===== src/rtl/rf_wb_ctrl_pkg.sv =====
// Shared widths and source-select encoding for the writeback controller.
package rf_wb_ctrl_pkg;

  localparam int XLEN       = 32;
  localparam int REG_ADDR_W = 5;
  localparam int NUM_REGS   = 1 << REG_ADDR_W;

  // Writeback source select; also used as the round-robin last-grant pointer.
  typedef enum logic {
    SRC_ALU = 1'b0,
    SRC_LSU = 1'b1
  } src_e;

  // One writeback request as seen by the arbiter.
  typedef struct packed {
    logic [REG_ADDR_W-1:0] rd;
    logic [XLEN-1:0]       data;
  } wb_req_t;

endpackage


===== src/rtl/rf_scoreboard.sv =====
// Pending-write scoreboard for x1..x31 with one set port, one clear port
// and two combinational lookup ports. x0 is never pending.
module rf_scoreboard
  import rf_wb_ctrl_pkg::*;
(
  input  logic                  clk,
  input  logic                  rst_n,
  input  logic                  i_set_en,
  input  logic [REG_ADDR_W-1:0] i_set_rd,
  input  logic                  i_clr_en,
  input  logic [REG_ADDR_W-1:0] i_clr_rd,
  input  logic [REG_ADDR_W-1:0] i_rs1,
  input  logic [REG_ADDR_W-1:0] i_rs2,
  output logic                  o_rs1_pend,
  output logic                  o_rs2_pend
);

  logic [NUM_REGS-1:0] r_pend;
  logic [NUM_REGS-1:0] w_pend_nxt;

  // Next pending vector: clear first so a same-edge set on the same register wins.
  always_comb begin
    w_pend_nxt = r_pend;
    if (i_clr_en) w_pend_nxt[i_clr_rd] = 1'b0;
    if (i_set_en) w_pend_nxt[i_set_rd] = 1'b1;
    w_pend_nxt[0] = 1'b0;
  end

  // Pending state register.
  always_ff @(posedge clk or negedge rst_n) begin
    if (!rst_n) r_pend <= '0;
    else        r_pend <= w_pend_nxt;
  end

  // Bit 0 is held at zero, so lookups of x0 never report pending.
  assign o_rs1_pend = r_pend[i_rs1];
  assign o_rs2_pend = r_pend[i_rs2];

endmodule


===== src/rtl/rf_wb_ctrl.sv =====
// Register-file writeback controller: arbitrates ALU and LSU writeback
// requests onto a single registered write port and tracks pending
// destination registers to raise a RAW stall in decode.
module rf_wb_ctrl
  import rf_wb_ctrl_pkg::*;
#(
  parameter int RR_EN = 1
) (
  input  logic                  clk,
  input  logic                  rst_n,
  input  logic                  i_alu_valid,
  input  logic [REG_ADDR_W-1:0] i_alu_rd,
  input  logic [XLEN-1:0]       i_alu_data,
  output logic                  o_alu_ready,
  input  logic                  i_lsu_valid,
  input  logic [REG_ADDR_W-1:0] i_lsu_rd,
  input  logic [XLEN-1:0]       i_lsu_data,
  output logic                  o_lsu_ready,
  input  logic                  i_issue_valid,
  input  logic [REG_ADDR_W-1:0] i_issue_rd,
  input  logic [REG_ADDR_W-1:0] i_rs1,
  input  logic [REG_ADDR_W-1:0] i_rs2,
  output logic                  o_stall,
  output logic                  o_rf_wr,
  output logic [REG_ADDR_W-1:0] o_rf_rd,
  output logic [XLEN-1:0]       o_rf_wdata
);

  src_e                  r_last;
  logic                  r_wr;
  logic [REG_ADDR_W-1:0] r_rd;
  logic [XLEN-1:0]       r_wdata;

  logic                  w_gnt_alu;
  logic                  w_gnt_lsu;
  logic                  w_xfer;
  src_e                  w_src;
  wb_req_t               w_win;
  logic                  w_commit;
  logic                  w_rs1_pend;
  logic                  w_rs2_pend;

  // Arbitration: a lone requester wins; on contention RR picks the source
  // that was not granted last, fixed priority always picks the LSU.
  always_comb begin
    w_gnt_alu = 1'b0;
    w_gnt_lsu = 1'b0;
    if (i_alu_valid && i_lsu_valid) begin
      if ((RR_EN != 0) && (r_last == SRC_LSU)) w_gnt_alu = 1'b1;
      else                                     w_gnt_lsu = 1'b1;
    end else begin
      w_gnt_alu = i_alu_valid;
      w_gnt_lsu = i_lsu_valid;
    end
  end

  // Nothing is accepted while reset is held.
  assign o_alu_ready = w_gnt_alu && rst_n;
  assign o_lsu_ready = w_gnt_lsu && rst_n;
  assign w_xfer      = o_alu_ready || o_lsu_ready;
  assign w_src       = o_lsu_ready ? SRC_LSU : SRC_ALU;

  // Winning request payload.
  always_comb begin
    w_win.rd   = i_alu_rd;
    w_win.data = i_alu_data;
    if (w_src == SRC_LSU) begin
      w_win.rd   = i_lsu_rd;
      w_win.data = i_lsu_data;
    end
  end

  // x0 writes complete the handshake but never reach the register file.
  assign w_commit = w_xfer && (w_win.rd != '0);

  // Last-grant pointer moves only when a transfer actually happens.
  always_ff @(posedge clk or negedge rst_n) begin
    if (!rst_n)      r_last <= SRC_ALU;
    else if (w_xfer) r_last <= w_src;
  end

  // Registered write port: one-cycle write strobe, address/data held otherwise.
  always_ff @(posedge clk or negedge rst_n) begin
    if (!rst_n) begin
      r_wr    <= 1'b0;
      r_rd    <= '0;
      r_wdata <= '0;
    end else begin
      r_wr <= w_commit;
      if (w_commit) begin
        r_rd    <= w_win.rd;
        r_wdata <= w_win.data;
      end
    end
  end

  assign o_rf_wr    = r_wr;
  assign o_rf_rd    = r_rd;
  assign o_rf_wdata = r_wdata;

  rf_scoreboard u_sb (
    .clk        (clk),
    .rst_n      (rst_n),
    .i_set_en   (i_issue_valid),
    .i_set_rd   (i_issue_rd),
    .i_clr_en   (r_wr),
    .i_clr_rd   (r_rd),
    .i_rs1      (i_rs1),
    .i_rs2      (i_rs2),
    .o_rs1_pend (w_rs1_pend),
    .o_rs2_pend (w_rs2_pend)
  );

  // No bypass: stall holds until the pending bit clears after the write.
  assign o_stall = ((i_rs1 != '0) && w_rs1_pend) || ((i_rs2 != '0) && w_rs2_pend);

endmodule


===== config.mk =====
export PLATFORM = sky130hd
export DESIGN_NAME = rf_wb_ctrl
export DESIGN_NICKNAME = d
export VERILOG_FILES = /design/src/rtl/rf_wb_ctrl_pkg.sv /design/src/rtl/rf_scoreboard.sv /design/src/rtl/rf_wb_ctrl.sv
export SDC_FILE = /design/constraint.sdc
export NUM_CORES = 1
export LEC_CHECK = 0
export ABC_AREA = 1
export CAP_MARGIN = 20
export CORE_MARGIN = 5
export CORE_UTILIZATION = 42
export DETAILED_ROUTE_END_ITERATION = 12
export HOLD_SLACK_MARGIN = 0.15
export PLACE_DENSITY = 0.77
export SYNTH_ARGS = -nofsm -noshare
export SYNTH_HDL_FRONTEND = slang
export SYNTH_SLANG_ARGS = --single-unit

===== constraint.sdc =====
create_clock -name clk -period 1.65 [get_ports clk]
set_input_delay 0.33 -clock clk [delete_from_list [all_inputs] [get_ports clk]]
set_output_delay 0.33 -clock clk [all_outputs]
set_load 0.05 [all_outputs]

# Word level (Yosys, flattened, before mapping)
# Cells that the tools add are included.
# totals
in_bits	94
out_inout_bits	41
ff_bits	70
word_cells	43
# classes
reduce_logical	13
n_bitwise	3
n_mux	16
n_lt_le_gt_ge	6
# ops
op	n
$mux W32	2
$mux W37	1
$and A32 B32 Y32	1
$not A32 Y32	1
$or A32 B32 Y32	1
$lt A5 B6 Y1 const B	4
$reduce_bool A5 Y1	3
$bmux W1 S5	2
$demux W1 S5	2
$ge A5 B1 Y1 const B	2
$mux W1	9
$logic_and A1 B1 Y1	8
$logic_or A1 B1 Y1	2

# Logic depth before layout (Yosys ltp)
# Gate-level depths: netlist of run 1.
# depth
ltp_word	9
ltp_mapped	13
ltp_nobuf	12

# Cells and area by module
# A second synthesis of run 1 with hierarchy kept.
# unflattened
hier_cells	595
area_unflattened_um2	4159.0
# modules_own_cells
mod	instances	area_per_inst_um2	seq_area_each_um2	cells_each
rf_wb_ctrl	1	2197.1	975.9	312
rf_scoreboard	1	1961.9	775.7	283

# Worst setup path before layout of run 1
# No wires, ideal clock.
# synth_timing
kind	in2reg
start	input port rst_n
end	register r_rd[2], in the netlist o_rf_rd[2]
path_stages	9
t_arrival_ps	1974
path_buffers	3
t_required_ps	1530
setup_ps	120
path_slack_ps	-444
cell_sequence	nand2_1 > a21oi_1 > or2_1 > buf_4 > nand2_2 > buf_6 > buf_6 > nand2_1 > nand2_1
# synth_via
word_cells_on_any_way	7
cone_classes	2 x mux; 5 x reduce/logical
# synth_rtl
element	line	rtl
from (decl)	rf_wb_ctrl.sv:10	input logic rst_n,
$logic_and A1 B1 Y1	rf_wb_ctrl.sv:58	assign o_alu_ready = w_gnt_alu && rst_n;
named net o_alu_ready	rf_wb_ctrl.sv:14	output logic o_alu_ready,
$logic_or A1 B1 Y1	rf_wb_ctrl.sv:60	assign w_xfer = o_alu_ready || o_lsu_ready;
$logic_and A1 B1 Y1	rf_wb_ctrl.sv:74	assign w_commit = w_xfer && (w_win.rd != '0);
to (signal assigned)	rf_wb_ctrl.sv:91	r_rd <= w_win.rd;
to (decl)	rf_wb_ctrl.sv:31	logic [REG_ADDR_W-1:0] r_rd;
# The timed path passes the listed nets, and every way through them passes these cells.
# A chain may end at the register's enable or synchronous reset.

# Worst setup path after layout of run 1
# layout_timing
start	register u_sb.r_pend[13]
end	output port o_stall
# layout_via
elab_chain_len	4
word_cells_on_any_way	7
cone_classes	4 x mux; 3 x reduce/logical
# layout_lines
element	line	rtl
from (decl)	rf_scoreboard.sv:18	logic [NUM_REGS-1:0] r_pend;
from (signal assigned)	rf_scoreboard.sv:32	else r_pend <= w_pend_nxt;
$bmux W1 S5 (on tied branches)	rf_scoreboard.sv:36, rf_scoreboard.sv:37	
$mux W1 (on tied branches)	rf_scoreboard.sv:36, rf_scoreboard.sv:37	
$logic_and A1 B1 Y1	rf_wb_ctrl.sv:115	assign o_stall = ((i_rs1 != '0) && w_rs1_pend) || ((i_rs2 != '0) && w_rs2_pend);
$logic_or A1 B1 Y1 *	rf_wb_ctrl.sv:115	
to (decl)	rf_wb_ctrl.sv:23	output logic o_stall,
# Mark *: on every way between the ends. The rest lies on a longest branch, timed or not. The select of a mux whose other input is x is not followed.

==> results of run 1 <==
-- cell families (layout without fill, tap and decap cells) --
logic type             after synthesis  in the layout
and+or+nand+nor                    386            387
buffers and inverters               77            252
AOI/OAI and AO/OA                   70             70
DFF                                 70             70
-- power by group through the flow --
stage / registers, mW / clock network [mW] / logic, mW
global route: 2.77 / 1.39 / 3.68
finish: 2.71 / 1.28 / 3.38
global placement: 2.62 / 0 / 3.05
CTS: 2.63 / 1.29 / 3.17
detailed placement: 2.65 / 0 / 3.10
floorplan: 3.27 / 0 / 1.18
-- cell type report --
type	instances	area, µm²	share of cell area [%]
timing repair inverter	1	6.256	0.09792
multi-input combinational	457	2228	34.88
sequential	70	1752	27.42
clock buffer	10	137.6	2.154
inverter	52	207.7	3.251
timing repair buffer	183	1852	28.99
tap	129	161.4	2.526
clock inverter	6	43.79	0.6855
-- registers in the layout (all words and copies together) (netlist names) --
signal,cells
u_sb.r_pend,31
r_last,1
o_rf_wdata,32
o_rf_rd,5
o_rf_wr,1
-- metrics by stage --
| step | worst slack (ns) | hold slack [ns] | power, mW | cell area, µm² |
|---|---|---|---|---|
| after floorplan | 0.03437 | 0.03441 | 4.450 | 4089 |
| after global placement | -0.5194 | 0.4547 | 5.667 | 5799 |
| after detailed placement | -0.5367 | 0.4602 | 5.744 | 5799 |
| after CTS | -0.2424 | 0.3000 | 7.088 | 6087 |
| after global routing | -0.3637 | 0.3728 | 7.839 | 6389 |
| final | -0.2382 | 0.2732 | 7.371 | 6389 |
-- layer usage --
metal / global-route usage (%) / up-vias / wire length, µm
li1: - / 2273 / -
met4: 8.837 / 0 / 408
met3: 6.806 / 30 / 1032
met2: 40.50 / 162 / 6825
met1: 28.16 / 2166 / 5464
met5: 0 / - / 0
-- worst paths after layout --
kind,endpoint,slack [ns],cells after the start
max in group asynchronous,o_rf_wdata[0],0.80,2
setup reg to reg,o_rf_wdata[4],-0.05,9
min in group clk,o_rf_wdata[15],0.49,2
hold reg to reg,o_rf_wdata[15],0.49,2
setup / recovery,o_stall,-0.24,11
hold / removal,o_rf_wdata[2],0.27,2
-- critical path, stage by stage (launching register included) --
cell and delay (ns):
dfrtp_1 0.40, inv_1 0.10, nand2_1 0.06, nand3_1 0.08
nand2_1 0.05, nand2_1 0.05, nand3_1 0.07, nand3_1 0.09
nand2_1 0.06, inv_2 0.06, nand2_4 0.05, buf_12 0.14
-- synthesized netlist by cell type (2+ instances only) --
cell type	count	share of area, %
buf_2	6	0.74
dfrtp_1	70	43
clkbuf_1	12	1.1
o211ai_1	2	0.37
o21ai_0	63	7.8
nand3_1	100	12
a31oi_1	2	0.31
nor2_1	4	0.37
inv_1	51	4.7
buf_6	5	1.4
nor2_2	2	0.31
nand2_1	275	25
-- cell usage in the layout, fill, tap and decap left out, drive strengths merged, types with 6 or more instances in the layout --
master / instances
o21ai: 64
dfrtp: 70
buf: 88
nand2: 276
nand3: 103
clkdlybuf4s50: 82
clkbuf: 13
dlygate4sd2: 8
inv: 55
nor2: 6
-- repair_timing --
action | in CTS | in global routing
resized for setup | 38 | 73
setup buffers | 6 | 2
setup endpoints to repair | 41 | 40
cloned | 4 | 3
pin swaps | 8 | 14
==> metrics, run 1 <==
status finished, violations left; I/O Pins about 140; Starting Density 43.53%; antenna cell count 0; Detail Placement HPWL between 10000 and 15000 µm; Slew HR about two fifths; R2R Path Start r_last; CTS tree done; number of synthesized register bits 70; f_max ~530 MHz; ys flop type dfrtp_1; RePlAce Congestion between 0.9 and 1; fillers roughly 780; Max Transition Viols Final 0; period utilization 114.4%; Synth Area in XOR/XNOR 0%; via total after detailed routing about 4600; post-route setup TNS -1.167 ns; Synth cell types 23; drt total wl approximately 14000 µm; WS Path Type flop to primary output; Hold Crit Class input pin to asynchronous set/reset pin; Final setup viols 35; Comb power frac 45.9%; number of hold buffers added after cts 0; mux cell area share after synthesis 0%; Tot GR Track Use around a quarter; Clock Latency Late Sink around 0.36 ns; post-route non-filler standard cell count a little over 900; final net count 868; Final Hold Vio Count 0; Pwr Density ~1200 nW/µm²; Vias/cell approximately 5; Tmin final roughly 1.9 ns; sw power approximately 3.2 mW; ratio of cells with drive above 1 in the final layout between 20% and 30%; Synth Area in Adders 0%; Pint 4.156 mW; failing checks negative setup slack; Async SR Flop Fraction 100.0%; Inserted Clock Buffers 9; Max Root-Sink Buffers 2; Clock Sinks 70; Worst Slack Setup Final -0.2382 ns; First-pass DRT Iterations 5; largest family of logic cells by synthesized area simple AND/OR/NAND/NOR gates; syn nets around 700; Avg Cell Area, Syn 6.733 µm²; synth warn 0; CP startpoint kind flop; leak pwr 3.231 nW; Post-synth EDFFs 0; DR WL/cell ~15 µm; max cap viols 0; placed insts slightly below 900; CP required 1.32 ns; die area roughly 12000 µm²; Util after Layout 68.49%; Post-Syn Area 4060 µm²; root buf cell clkbuf_8; Reg clk slew, reported paths 0.09 ns; die width 108.3 µm; die height 108.3 µm; Sw Share a little over two fifths; initial antenna violation count 0; global-route wire length before repair about 22000 µm; CP Max Fanout 2; floorplan core area 9328 µm²; register area share after synthesis between 40 and 50%; maximum vdd ir drop 0.8051 mV; Post-Synth Simple-Gate Area between 30% and 40%; Worst Path Arrival between 1.5 and 2 ns; PortBufs approximately 130; Iter 0 DRT Violations between 200 and 250; area delta synth->final 57.35%; GR Overflow Total 0; Setup crit end kind primary output; slew of the pin with the lowest slew margin a little under 0.9 ns; H-Tree Depth 3; clk_skew approximately 0.015 ns; Post-Syn Instances roughly 600; unrepaired setup endpoints after global routing true; row count 35; largest net degree at the start of global routing 71; vias in the first global route around 4700; # DRC 0; Final ANT Viol Nets 0; Synth Area in Compound Gates 8.968%; worst setup path startpoint u_sb.r_pend[13]; Seq pwr share 36.7%; clock network power share between 10% and 20%
Power figures use the tool's default switching activity.
==> inputs of run 2 (changes only) <==
--- a/config.mk
+++ b/config.mk
@@ -11,7 +11,7 @@
 export CORE_UTILIZATION = 42
 export DETAILED_ROUTE_END_ITERATION = 12
 export HOLD_SLACK_MARGIN = 0.15
-export PLACE_DENSITY = 0.77
+export PLACE_DENSITY_LB_ADDON = 0.2
 export SYNTH_ARGS = -nofsm -noshare
 export SYNTH_HDL_FRONTEND = slang
 export SYNTH_SLANG_ARGS = --single-unit
==> run 2 against run 1 <==
The run still ends with negative setup slack left. Via count is 7.1% higher. Combinational power is 4% higher. Clock power is 27% higher. Register-to-register slack worse by 0.10 ns. Clock-buffer cell count is 1 higher. Critical path type unchanged. Critical endpoint unchanged.
==> metrics, run 2 (same netlist as run 1, synthesis figures left out) <==
I/O Pins around 140; unrepaired setup endpoints after global routing true; Final Hold Vio Count 0; Area after DPL 5764 µm²; CP required about 1.3 ns; ratio of cells with drive above 1 in the final layout approximately a quarter; Util after Layout 73.11%; maximum vdd ir drop 0.5678 mV; largest net degree at the start of global routing 46; PortBufs between 100 and 150; First-pass DRT Iterations 5; Clock Sinks 70; Clock Latency Late Sink between 0.3 and 0.4 ns; Tot Pwr 7.787 mW; DR WL/cell 17.23 µm; f_max approximately 530 MHz; CP startpoint kind flop; row count 35; Starting Density between 40% and 50%; initial antenna violation count 0; R2R Setup Slk -0.15 ns; via total after detailed routing slightly below 5000; die width 108.3 µm; vias in the first global route approximately 4700; Reg2Reg Depth 12; leak pwr roughly 3.4 nW; Final setup viols 40; Slew HR 62.26%; CTS tree done; drt total wl roughly 16000 µm; status finished, violations left; Pwr Density 1142 nW/µm²; clk_skew roughly 0.011 ns; Iter 0 DRT Violations 330; RePlAce Congestion 0.9113; GR Overflow Total 0; WS Path Type flop to primary output; antenna cell count 0; Worst Path Arrival 1.56 ns; R2R Path Start r_last; max reg flops 32; commonest non-fill, non-tap cell in the layout nand2_1; commonest non-fill, non-tap cells in the layout 257 x nand2_1, 82 x clkdlybuf4s50_1, 77 x buf_4; Detail Placement HPWL slightly above 10000 µm; Tmin final 1.889 ns; die height approximately 110 µm; H-Tree Depth 3; floorplan core area around 9300 µm²; DP Worst Slack -0.5150 ns; Tot GR Track Use about 24%; Max Transition Viols Final 0; Vias/cell ~5.3; Hold Crit Class input pin to asynchronous set/reset pin; final net count around 890; Reg clk slew, reported paths around 0.080 ns; # DRC 0; global-route wire length before repair between 20000 and 25000 µm; failing checks negative setup slack; Worst Slack Setup Final -0.2389 ns; period utilization 114.5%; root buf cell clkbuf_8; Max Root-Sink Buffers 2; fillers a little under 700; Final ANT Viol Nets 0; CP Max Fanout 2; RR Endpoint o_rf_wdata[22]; die area between 10000 and 15000 µm²; area delta synth->final 67.95%; slew of the pin with the lowest slew margin 0.5661 ns; Inserted Clock Buffers 9; Setup crit end kind primary output; max cap viols 0; post-route cell area ~7000 µm²
==> run 2: cell types whose count changed in the layout (fill, tap and decap cells not counted), moves of 3 or more <==
cell | previous run | this run
buf_16 | 1 | 5
buf_8 | 0 | 3
inv_6 | 3 | 0
inv_2 | 12 | 15
nand2_2 | 40 | 10
buf_6 | 3 | 7
nand2_1 | 222 | 257
buf_4 | 69 | 77
nand3_2 | 1 | 38
nand2_4 | 13 | 8
nand3_1 | 100 | 61
==> run 2: metal layers <==
metal  wire length [µm]  up-vias  part of all wire (%)  GRT usage [%]
met5                  0        -                     0              0
met4                504        0                   3.2          8.656
met3               1199       37                   7.5          5.672
met2               8250      252                    52          43.74
met1               6038     2358                    38          28.20
li1                   -     2312                     -              -
==> run 2: worst max-delay path by stage <==
stage / cells after the start / endpoint / startpoint / slack, ns
6_report: 13 / o_stall / u_sb.r_pend[22] / -0.24
5_1_grt: 13 / o_stall / u_sb.r_pend[22] / -0.34
4_1_cts: 13 / o_stall / u_sb.r_pend[22] / -0.23
3_5_place_dp: 14 / o_stall / i_rs2[0] / -0.52
3_3_place_gp: 12 / o_stall / i_rs1[0] / -0.50
2_1_floorplan: 12 / o_stall / i_rs2[0] / 0.03
==> run 2: layout make-up <==
class	count	area (µm²)	area share (%)
timing repair inverter	1	7.507	0.1101
inverter	52	205.2	3.009
timing repair buffer	204	2147	31.49
clock buffer	11	151.4	2.220
clock inverter	5	81.33	1.193
multi-input combinational	456	2313	33.93
sequential	70	1752	25.69
tap	129	161.4	2.367
==> run 2: metrics by stage <==
| stage | instances | setup TNS (ns) | hold WS [ns] |
|---|---|---|---|
| 6_report | 928 | -4.269 | 0.1526 |
| 5_1_grt | 928 | -6.789 | 0.1997 |
| 4_1_cts | 916 | -0.3033 | 0.1590 |
| 3_5_place_dp | 877 | -16.90 | 0.4594 |
| 3_3_place_gp | 877 | -15.24 | 0.4551 |
| 2_1_floorplan | 603 | 0 | 0.03441 |
==> run 2: critical path: stages (launching register included) <==
cell and delay [ns]:
dfrtp_1 0.40, inv_2 0.10, nand2_2 0.05, nand3_1 0.06
nand2_1 0.05, nand2_1 0.05, nand2_1 0.05, inv_1 0.04
nand2_1 0.06, nand2_1 0.06, nand2_1 0.06, inv_2 0.06
nand2_4 0.05, buf_12 0.14
==> run 2: timing repair <==
item,4_1_cts,5_1_grt
hold endpoints to repair,21,0
setup buffers,15,7
hold buffers,1,0
setup endpoints to repair,40,40
pin swaps,10,37
gates cloned,7,5
resized for setup,56,71
==> run 2: where the power goes <==
part / internal [mW] / switching (mW)
clock network: 0.934 / 0.684
registers: 2.25 / 0.410
logic: 1.36 / 2.15
==> inputs of run 3 (changes only) <==
==> constraint.sdc (replaced) <==
create_clock -name clk -period 1.78 [get_ports clk]
set_input_delay 0.356 -clock clk [delete_from_list [all_inputs] [get_ports clk]]
set_output_delay 0.356 -clock clk [all_outputs]
set_load 0.05 [all_outputs]
==> run 3 against run 2 <==
The flow still finishes with violations (negative setup slack). Worst setup slack better by 0.066 ns. Power is 17% lower. Critical path depth stayed put. Via count fell by 6.9%. Register-to-register slack gained 0.22 ns. Clock power fell by 35%. Clock skew about the same.
==> metrics, run 3 (same netlist as run 1, synthesis figures left out) <==
status finished, violations left; failing checks negative setup slack; Starting Density 43.53%; Clock Latency Late Sink approximately 0.34 ns; met3 wire length between 900 and 1000 µm; Pwr Density 1056 nW/µm²; ratio of cells with drive above 1 in the final layout 19.52%; Vias/cell 5.027; die height ~110 µm; Reg clk slew, reported paths 0.08 ns; H-Tree Depth 3; Max Transition Viols Final 0; leak pwr between 3 and 4 nW; final net count around 880; area delta synth->final 51.62%; DP Worst Slack -0.5087 ns; unrepaired setup endpoints after global routing true; Tmin final 1.953 ns; die width approximately 110 µm; floorplan core area between 9000 and 10000 µm²; max cap viols 0; Area after DPL roughly 5700 µm²; antenna cell count 0; footprint of the multi-input gates approximately 2000 µm²; # DRC 0; vias in the first global route 4600; CP Max Fanout 2; post-route cell area just over 6000 µm²; Tot Pwr around 6.5 mW; Top Layer Used met4; PortBufs 134; Inserted Clock Buffers 9; Iter 0 DRT Violations about 200; commonest non-fill, non-tap cells in the layout 269 x nand2_1, 99 x nand3_1, 83 x buf_4; I/O Pins 135; Final ANT Viol Nets 0; Detail Placement HPWL 9991 µm; Metal-1 WL between 5000 and 6000 µm; row count 35; root buf cell clkbuf_8; die area ~12000 µm²; Register Area roughly 1800 µm²; GR Overflow Total 0; CP startpoint kind flop; Util after Layout between 60 and 70%; largest net degree at the start of global routing 71; DR WL/cell 14.86 µm; clk_skew 0.01096 ns; Clock Sinks 70; Tot GR Track Use 23.03%; Worst Slack Setup Final -0.1727 ns; Max Root-Sink Buffers 2; drt total wl 13640 µm; hold slack approximately 0.28 ns; WS Path Type flop to primary output; maximum vdd ir drop between 0.6 and 0.7 mV; CP required 1.42 ns; Final Hold Vio Count 0; fillers 837; RePlAce Congestion 0.8732; Hold Crit Class input pin to asynchronous set/reset pin; period utilization 109.7%; commonest non-fill, non-tap cell in the layout nand2_1; initial antenna violation count 0; global-route wire length before repair roughly 22000 µm; Final setup viols 1; Slew HR between 40% and 50%; Setup crit end kind primary output; via total after detailed routing around 4600; First-pass DRT Iterations 6; number of hold buffers added after cts 0; slew of the pin with the lowest slew margin 0.8604 ns; Worst Path Arrival roughly 1.6 ns; CTS tree done; f_max between 500 and 600 MHz; max reg flops 32; met2 wire len 6848 µm
run 3: cell count changes in the layout (fill, tap and decap cells not counted), moves of 5 or more:
cell and delta:
nand3_2 -37, buf_16 -5, nand3_1 +38, nand2_1 +12, nand2_2 -5, buf_12 -7, buf_4 +6, nand2_4 -7
run 3: what timing repair did:
item / CTS / global route
setup buffers: 9 / 5
pin swaps: 12 / 8
setup endpoints to repair: 2 / 40
gates cloned: 2 / 4
resized for setup: 50 / 18
run 3: area by class of cell:
cell class              instances  share of cell area [%]
repair inverters                2                  0.2439
multi-input cells             456                   33.03
clock buffers                  10                   2.073
repair buffers                194                   29.76
inverters                      52                   3.374
well taps                     129                   2.622
clock inverters                 5                  0.4472
flip-flops and latches         70                   28.46
run 3: worst paths after layout:
kind | to | depth (start not counted) | slack [ns] | from
setup / recovery | o_stall | 13 | -0.17 | u_sb.r_pend[23]
hold / removal | o_rf_wdata[28] | 2 | 0.28 | rst_n
setup reg to reg | o_rf_wdata[0] | 11 | 0.07 | r_last
hold reg to reg | o_rf_wdata[1] | 2 | 0.48 | o_rf_wdata[1]
max in group asynchronous | o_rf_wdata[0] | 2 | 0.91 | rst_n
min in group clk | o_rf_wdata[1] | 2 | 0.48 | o_rf_wdata[1]
run 3: layer usage:
metal	vias up	GRT usage, %
li1	2286	-
met5	-	0
met2	165	39.61
met1	2137	28.48
met4	0	8.476
met3	27	4.896
run 3: per-stage QoR:
stage	TNS (ns)	cells
final	-0.1727	918
after global routing	-0.7263	918
after CTS	-0.1035	909
after detailed placement	-13.36	883
after global placement	-11.04	883
after floorplan	0	603
run 3: critical path, stage by stage, from the launching register on:
cell and delay [ns]:
dfrtp_1 0.39, inv_1 0.08, nand2_1 0.07, nand3_1 0.11
nand2_1 0.06, nand2_1 0.05, nand2_1 0.05, inv_1 0.04
nand2_1 0.05, nand2_1 0.06, nand2_1 0.05, inv_2 0.06
nand2_4 0.05, buf_12 0.14
run 3: power breakdown:
group	leakage (nW)	total [mW]	switching, mW	internal (mW)
combinational	2.28	3.01	1.88	1.13
clock	0.0817	1.06	0.572	0.488
sequential	0.800	2.43	0.345	2.09
total	3.16	6.50	2.80	3.70
